$ cat src/rtl/stream_rr_arbiter_if.sv
// rtl/stream_rr_arbiter_if.sv - Requester and output stream bundle for the packet-locked arbiter
interface stream_rr_arbiter_if #(
  parameter int WIDTH      = 8,
  parameter int NUM_INPUTS = 4
);
  localparam int IDX_W = (NUM_INPUTS > 1) ? $clog2(NUM_INPUTS) : 1;

  logic [NUM_INPUTS*WIDTH-1:0] i_in_data;
  logic [NUM_INPUTS-1:0]       i_in_valid;
  logic [NUM_INPUTS-1:0]       i_in_last;
  logic [NUM_INPUTS-1:0]       o_in_ready;
  logic [WIDTH-1:0]            o_out_data;
  logic                        o_out_valid;
  logic                        o_out_last;
  logic [IDX_W-1:0]            o_out_source;
  logic                        i_out_ready;
  logic                        o_busy;

  modport slave (
    input  i_in_data, i_in_valid, i_in_last, i_out_ready,
    output o_in_ready, o_out_data, o_out_valid, o_out_last, o_out_source, o_busy
  );

  modport master (
    output i_in_data, i_in_valid, i_in_last, i_out_ready,
    input  o_in_ready, o_out_data, o_out_valid, o_out_last, o_out_source, o_busy
  );
endinterface

$ cat src/rtl/stream_rr_arbiter.sv
// rtl/stream_rr_arbiter.sv - Packet-locked round-robin arbiter feeding one registered stream stage
module stream_rr_arbiter #(
  parameter int WIDTH      = 8,
  parameter int NUM_INPUTS = 4
) (
  input  logic               i_clock,
  input  logic               i_reset_n,
  stream_rr_arbiter_if.slave io_stream
);
  localparam int IDX_W = (NUM_INPUTS > 1) ? $clog2(NUM_INPUTS) : 1;

  typedef enum logic {
    ST_IDLE   = 1'b0,
    ST_LOCKED = 1'b1
  } state_t;

  state_t                r_state;
  state_t                w_state_nxt;
  logic [IDX_W-1:0]      r_rr_ptr;
  logic [IDX_W-1:0]      r_grant;
  logic [IDX_W-1:0]      w_pick;
  logic [IDX_W-1:0]      w_grant_inc;
  logic [WIDTH-1:0]      r_out_data;
  logic [WIDTH-1:0]      w_grant_data;
  logic                  r_out_valid;
  logic                  r_out_last;
  logic [IDX_W-1:0]      r_out_source;
  logic [NUM_INPUTS-1:0] w_in_ready;
  logic                  w_any_valid;
  logic                  w_out_free;
  logic                  w_grant_valid;
  logic                  w_grant_last;
  logic                  w_accept;
  int                    w_dist;
  int                    w_best;

  assign w_out_free    = !r_out_valid || io_stream.i_out_ready;
  assign w_grant_valid = io_stream.i_in_valid[r_grant];
  assign w_grant_last  = io_stream.i_in_last[r_grant];
  assign w_grant_data  = io_stream.i_in_data[r_grant*WIDTH +: WIDTH];
  assign w_accept      = (r_state == ST_LOCKED) && w_grant_valid && w_out_free;
  assign w_grant_inc   = (r_grant == IDX_W'(NUM_INPUTS - 1)) ? '0 : r_grant + IDX_W'(1);

  // Winner is the valid requester at the smallest cyclic distance from the pointer
  always_comb begin
    w_pick      = '0;
    w_any_valid = 1'b0;
    w_best      = NUM_INPUTS;
    w_dist      = 0;
    for (int i = 0; i < NUM_INPUTS; i++) begin
      w_dist = i - int'(r_rr_ptr);
      if (w_dist < 0) begin
        w_dist = w_dist + NUM_INPUTS;
      end
      if (io_stream.i_in_valid[i] && (w_dist < w_best)) begin
        w_best      = w_dist;
        w_pick      = IDX_W'(i);
        w_any_valid = 1'b1;
      end
    end
  end

  always_comb begin
    w_in_ready = '0;
    for (int i = 0; i < NUM_INPUTS; i++) begin
      if ((r_state == ST_LOCKED) && (r_grant == IDX_W'(i))) begin
        w_in_ready[i] = w_out_free;
      end
    end
  end

  always_ff @(posedge i_clock or negedge i_reset_n) begin
    if (!i_reset_n) begin
      r_state <= ST_IDLE;
    end else begin
      r_state <= w_state_nxt;
    end
  end

  // A stalled granted requester keeps the lock; only its last beat releases it
  always_comb begin
    w_state_nxt = r_state;
    case (r_state)
      ST_IDLE: begin
        if (w_any_valid) begin
          w_state_nxt = ST_LOCKED;
        end
      end
      ST_LOCKED: begin
        if (w_accept && w_grant_last) begin
          w_state_nxt = ST_IDLE;
        end
      end
      default: w_state_nxt = ST_IDLE;
    endcase
  end

  always_ff @(posedge i_clock or negedge i_reset_n) begin
    if (!i_reset_n) begin
      r_rr_ptr     <= '0;
      r_grant      <= '0;
      r_out_data   <= '0;
      r_out_valid  <= 1'b0;
      r_out_last   <= 1'b0;
      r_out_source <= '0;
    end else begin
      if ((r_state == ST_IDLE) && w_any_valid) begin
        r_grant <= w_pick;
      end
      if (w_accept && w_grant_last) begin
        r_rr_ptr <= w_grant_inc;
      end
      if (w_accept) begin
        r_out_data   <= w_grant_data;
        r_out_last   <= w_grant_last;
        r_out_source <= r_grant;
        r_out_valid  <= 1'b1;
      end else if (io_stream.i_out_ready) begin
        r_out_valid <= 1'b0;
      end
    end
  end

  assign io_stream.o_in_ready   = w_in_ready;
  assign io_stream.o_out_data   = r_out_data;
  assign io_stream.o_out_valid  = r_out_valid;
  assign io_stream.o_out_last   = r_out_last;
  assign io_stream.o_out_source = r_out_source;
  assign io_stream.o_busy       = (r_state == ST_LOCKED);
endmodule

$ cat src/flat_wrapper.sv
// flat-port wrapper written by rule: the top's interface ports become plain ports
module stream_rr_arbiter_flat 
#(
  parameter int WIDTH      = 8,
  parameter int NUM_INPUTS = 4
)
  (i_clock, i_reset_n, io_stream_i_in_data, io_stream_i_in_valid, io_stream_i_in_last, io_stream_i_out_ready, io_stream_o_in_ready, io_stream_o_out_data, io_stream_o_out_valid, io_stream_o_out_last, io_stream_o_out_source, io_stream_o_busy);
  stream_rr_arbiter_if #(.WIDTH(WIDTH), .NUM_INPUTS(NUM_INPUTS)) io_stream_i ();
  input  logic i_clock;
  input  logic i_reset_n;
  input wire logic [$bits(io_stream_i.i_in_data)-1:0] io_stream_i_in_data;
  input wire logic [$bits(io_stream_i.i_in_valid)-1:0] io_stream_i_in_valid;
  input wire logic [$bits(io_stream_i.i_in_last)-1:0] io_stream_i_in_last;
  input wire logic [$bits(io_stream_i.i_out_ready)-1:0] io_stream_i_out_ready;
  output wire logic [$bits(io_stream_i.o_in_ready)-1:0] io_stream_o_in_ready;
  output wire logic [$bits(io_stream_i.o_out_data)-1:0] io_stream_o_out_data;
  output wire logic [$bits(io_stream_i.o_out_valid)-1:0] io_stream_o_out_valid;
  output wire logic [$bits(io_stream_i.o_out_last)-1:0] io_stream_o_out_last;
  output wire logic [$bits(io_stream_i.o_out_source)-1:0] io_stream_o_out_source;
  output wire logic [$bits(io_stream_i.o_busy)-1:0] io_stream_o_busy;
  assign io_stream_i.i_in_data = io_stream_i_in_data;
  assign io_stream_i.i_in_valid = io_stream_i_in_valid;
  assign io_stream_i.i_in_last = io_stream_i_in_last;
  assign io_stream_i.i_out_ready = io_stream_i_out_ready;
  assign io_stream_o_in_ready = io_stream_i.o_in_ready;
  assign io_stream_o_out_data = io_stream_i.o_out_data;
  assign io_stream_o_out_valid = io_stream_i.o_out_valid;
  assign io_stream_o_out_last = io_stream_i.o_out_last;
  assign io_stream_o_out_source = io_stream_i.o_out_source;
  assign io_stream_o_busy = io_stream_i.o_busy;
  stream_rr_arbiter #(.WIDTH(WIDTH), .NUM_INPUTS(NUM_INPUTS)) u_core (.i_clock(i_clock), .i_reset_n(i_reset_n), .io_stream(io_stream_i));
endmodule
$ cat config.mk
export PLATFORM = sky130hd
export DESIGN_NAME = stream_rr_arbiter_flat
export DESIGN_NICKNAME = d
export VERILOG_FILES = /design/src/rtl/stream_rr_arbiter_if.sv /design/src/rtl/stream_rr_arbiter.sv /design/src/flat_wrapper.sv
export SDC_FILE = /design/constraint.sdc
export NUM_CORES = 1
export LEC_CHECK = 0
export ABC_AREA = 1
export BUFFER_PORTS_ARGS = -buffer_cell sky130_fd_sc_hd__buf_2
export CORE_ASPECT_RATIO = 1.75
export CORE_MARGIN = 3
export CORE_UTILIZATION = 45
export DETAILED_ROUTE_END_ITERATION = 16
export PLACE_DENSITY_LB_ADDON = 0.08
export SKIP_CTS_REPAIR_TIMING = 1
export SYNTH_ARGS = -nofsm -noshare
export SYNTH_HDL_FRONTEND = slang
export SYNTH_SLANG_ARGS = --single-unit
$ cat constraint.sdc
create_clock -name i_clock -period 2.45 [get_ports i_clock]
set_input_delay 0.245 -clock i_clock [delete_from_list [all_inputs] [get_ports i_clock]]
set_output_delay 0.245 -clock i_clock [all_outputs]
set_load 0.02 [all_outputs]
==> results.md <==
* VDD IR max at 0.925 mV
* Clock transition at path regs at ~0.07 ns
* Final hold violation count at 0
* Clock Sinks at 17
* Routed WL per cell at approximately 13 um
* Io pins at 60
* Crit path buf inv count at 1
* Status: finished clean
* Max incr delay on CP at around 0.43 ns
* Slew margin rel. at between 60% and 70%
* Final Max Slew Viols at 0
* Post-DP HPWL at around 2.7 mm
* Share of cells above drive strength 1 at between 30% and 40%
* Slowest cell on the critical path: dfrtp_1
* DRT iter0 DRCs at 27
* Fin Setup TNS at 0 ns
* Arr. time, crit path at ~2.4 ns
* HP Class: in -> reg
* Clock Path Buffers at 2
* Pre-antenna DRT Iters at 4
* Grt ovf at 0
* Largest area contributor in the netlist: dfrtp_1
* # port buffers at around 60
* GP Congestion at 0.791
* Number of antenna-violating nets in the routed design at 0
* FILL cells at around 250
* Critical path class: reg -> reg
* Worst hold margin at 0.300 ns
* ANT cells at 0
* Cell Area, Synth at 1200 um2
* Area of the multi-input gates at approximately 670 um2
* Number of global-route vias before repair at approximately 1400
* Vias at 1388
* Fin worst setup slack at between 0.2 and 0.25 ns
* First-pass GRT wire length at 5.51 mm
* Synth top area cells: dfrtp_1, nand2_1, nor2_1, o21ai_0, ha_1
* FMAX at between 0.4 and 0.5 GHz
* Cell variety after synth at 22
* Design Power at between 2 and 2.5 mW
* Syn_nets at 225
* Post-Layout Cell Count at 261
* Starting Density at between 40% and 50%
* Setup Slack @ Placement at between 0.15 and 0.2 ns
* Post-synthesis register bit count at 17
* Post-synthesis to final-layout area growth at 30.4%
* # setup viols final at 0
* Top delay family on crit path: simple AND/OR/NAND/NOR gates
* Die height at ~74 um
* Cell Pwr Density at around 1300 nW/um2
* Max-Cap Viols at 0
* Min Tclk post-route at around 2.2 ns
* Clk_skew at between 0.005 and 0.006 ns
* Area taken by flip-flops and latches at approximately 430 um2
* Die W at 45.0 um
* Req. time, crit path at ~2.6 ns
* Initial antenna violation count at 0
* Row cnt at 24
* Inserted Clock Buffers at 3
* Share of the synthesized area in the top cell type at between 30% and 40%
* Core Area at 2520 um2
* Worst skew pair latency at around 0.25 ns
* Fin crit share at approximately nine tenths
* Vias/cell at 5.32
* Die area at 3340 um2
* Most common cell after layout, fill and taps aside: buf_2
* Synth Instances at approximately 180
* Post-Place Cells at 256
* Register area share after synthesis at between 30% and 40%
* CP max FO at 6
* CTS Root Cell: clkbuf_8
* Leakage at a little under 0.9 nW
* RSZ-0062 raised after global routing: no
* Htree depth at 1
* Largest net degree at the start of global routing at 23
* CP Cell Sequence: nand2_1 > nand2_1 > o21ai_1 > ha_1 > inv_1 > nor2_1 > nand2_1 > nand3_2 > nand2_1 > o21ai_1 > ha_1 > o21a_1 > nand2_1 > nand3_1 > a21oi_1
* GRT Util Overall at between 20% and 30%
* CTS tree: yes
* Slew @ Worst Pin at roughly 0.52 ns
* Crit. End Element: register
* Startpoint types: register
* Cell mode on critical path: nand2_1
* Placed cell area at about 1500 um2
* DR DRC count at 0
* Fin util at between 60% and 70%
* DRT Wirelength at approximately 3.5 mm
* Mean post-synth cell area at 6.81 um2
* Nets@finish at about 290
* Post-route cell area at about 1600 um2
* YS warnings at 0
* Most frequent cells in the layout: buf_2, nand2_1, nor2_1
[flip-flops by register name, indices dropped and copies added (netlist names)]
| signal | flops |
|---|---|
| u_core.io_stream.o_busy | 1 |
| u_core.io_stream.o_out_source | 2 |
| u_core.io_stream.o_out_valid | 1 |
| u_core.r_grant | 2 |
| u_core.io_stream.o_out_data | 8 |
| u_core.r_rr_ptr | 2 |
| u_core.io_stream.o_out_last | 1 |
[cell usage after synthesis]
cell	instances
nand3_1	4
nand2_1	50
o21ai_0	19
inv_2	4
clkinv_4	1
a21oi_1	6
nand3_2	1
o21a_1	1
o21ai_4	1
nor2_1	28
o22ai_1	9
buf_2	6
nor2_4	1
or2_4	1
a21oi_2	1
ha_1	6
clkbuf_1	1
o21ai_1	4
nand2_2	2
a31oi_1	1
inv_1	12
dfrtp_1	17
[power by group]
group | switching [mW] | internal (mW)
clock network | 0.0877 | 0.115
registers | 0.134 | 0.422
logic | 0.826 | 0.449
total | 1.05 | 0.986
[routing by layer]
layer / vias to the layer above / part of all wire, % / track usage, %
met4: 0 / 1.5 / 10.4
met1: 649 / 37 / 23.4
met2: 48 / 55 / 40.1
met3: 8 / 6.3 / 2.42
li1: 683 / - / -
met5: - / 0 / 0
[tightest hold or removal path: cells and delay by family]
| kind | cells | cell delay, ns |
|---|---|---|
| AND/OR/NAND/NOR | 2 | 0.16 |
| buffers and inverters | 2 | 0.10 |
[cell type report]
class | instances | share of cell area [%]
Sequential cell | 17 | 27.2
Timing Repair Buffer | 62 | 20.5
Clock buffer | 4 | 2.88
Inverter | 17 | 4.40
Tap cell | 26 | 2.08
Multi-Input combinational cell | 135 | 42.9
[cell families (layout without fill, tap and decap cells)]
logic type      after synthesis  after routing  synth area share (%)
simple gates                 87             87                  29.6
compound gates               42             42                  20.0
buf+inv                      24             83                  8.56
flops                        17             17                  35.5
fa+ha+maj                     6              6                  6.26
[final timing paths]
check / startpoint / end / slack [ns] / depth (start not counted)
min: io_stream_i_out_ready / u_core.io_stream.o_out_valid / 0.30 / 4
min in group asynchronous: i_reset_n / u_core.io_stream.o_out_data[4] / 0.46 / 2
max: u_core.r_rr_ptr[0] / u_core.r_grant[0] / 0.22 / 15
min reg2reg: u_core.io_stream.o_out_data[0] / u_core.io_stream.o_out_data[0] / 0.48 / 2
max reg2reg: u_core.r_rr_ptr[0] / u_core.r_grant[0] / 0.22 / 15
max in group asynchronous: i_reset_n / u_core.io_stream.o_out_data[5] / 1.71 / 2
No activity file was read; power rests on OpenSTA's default activity.
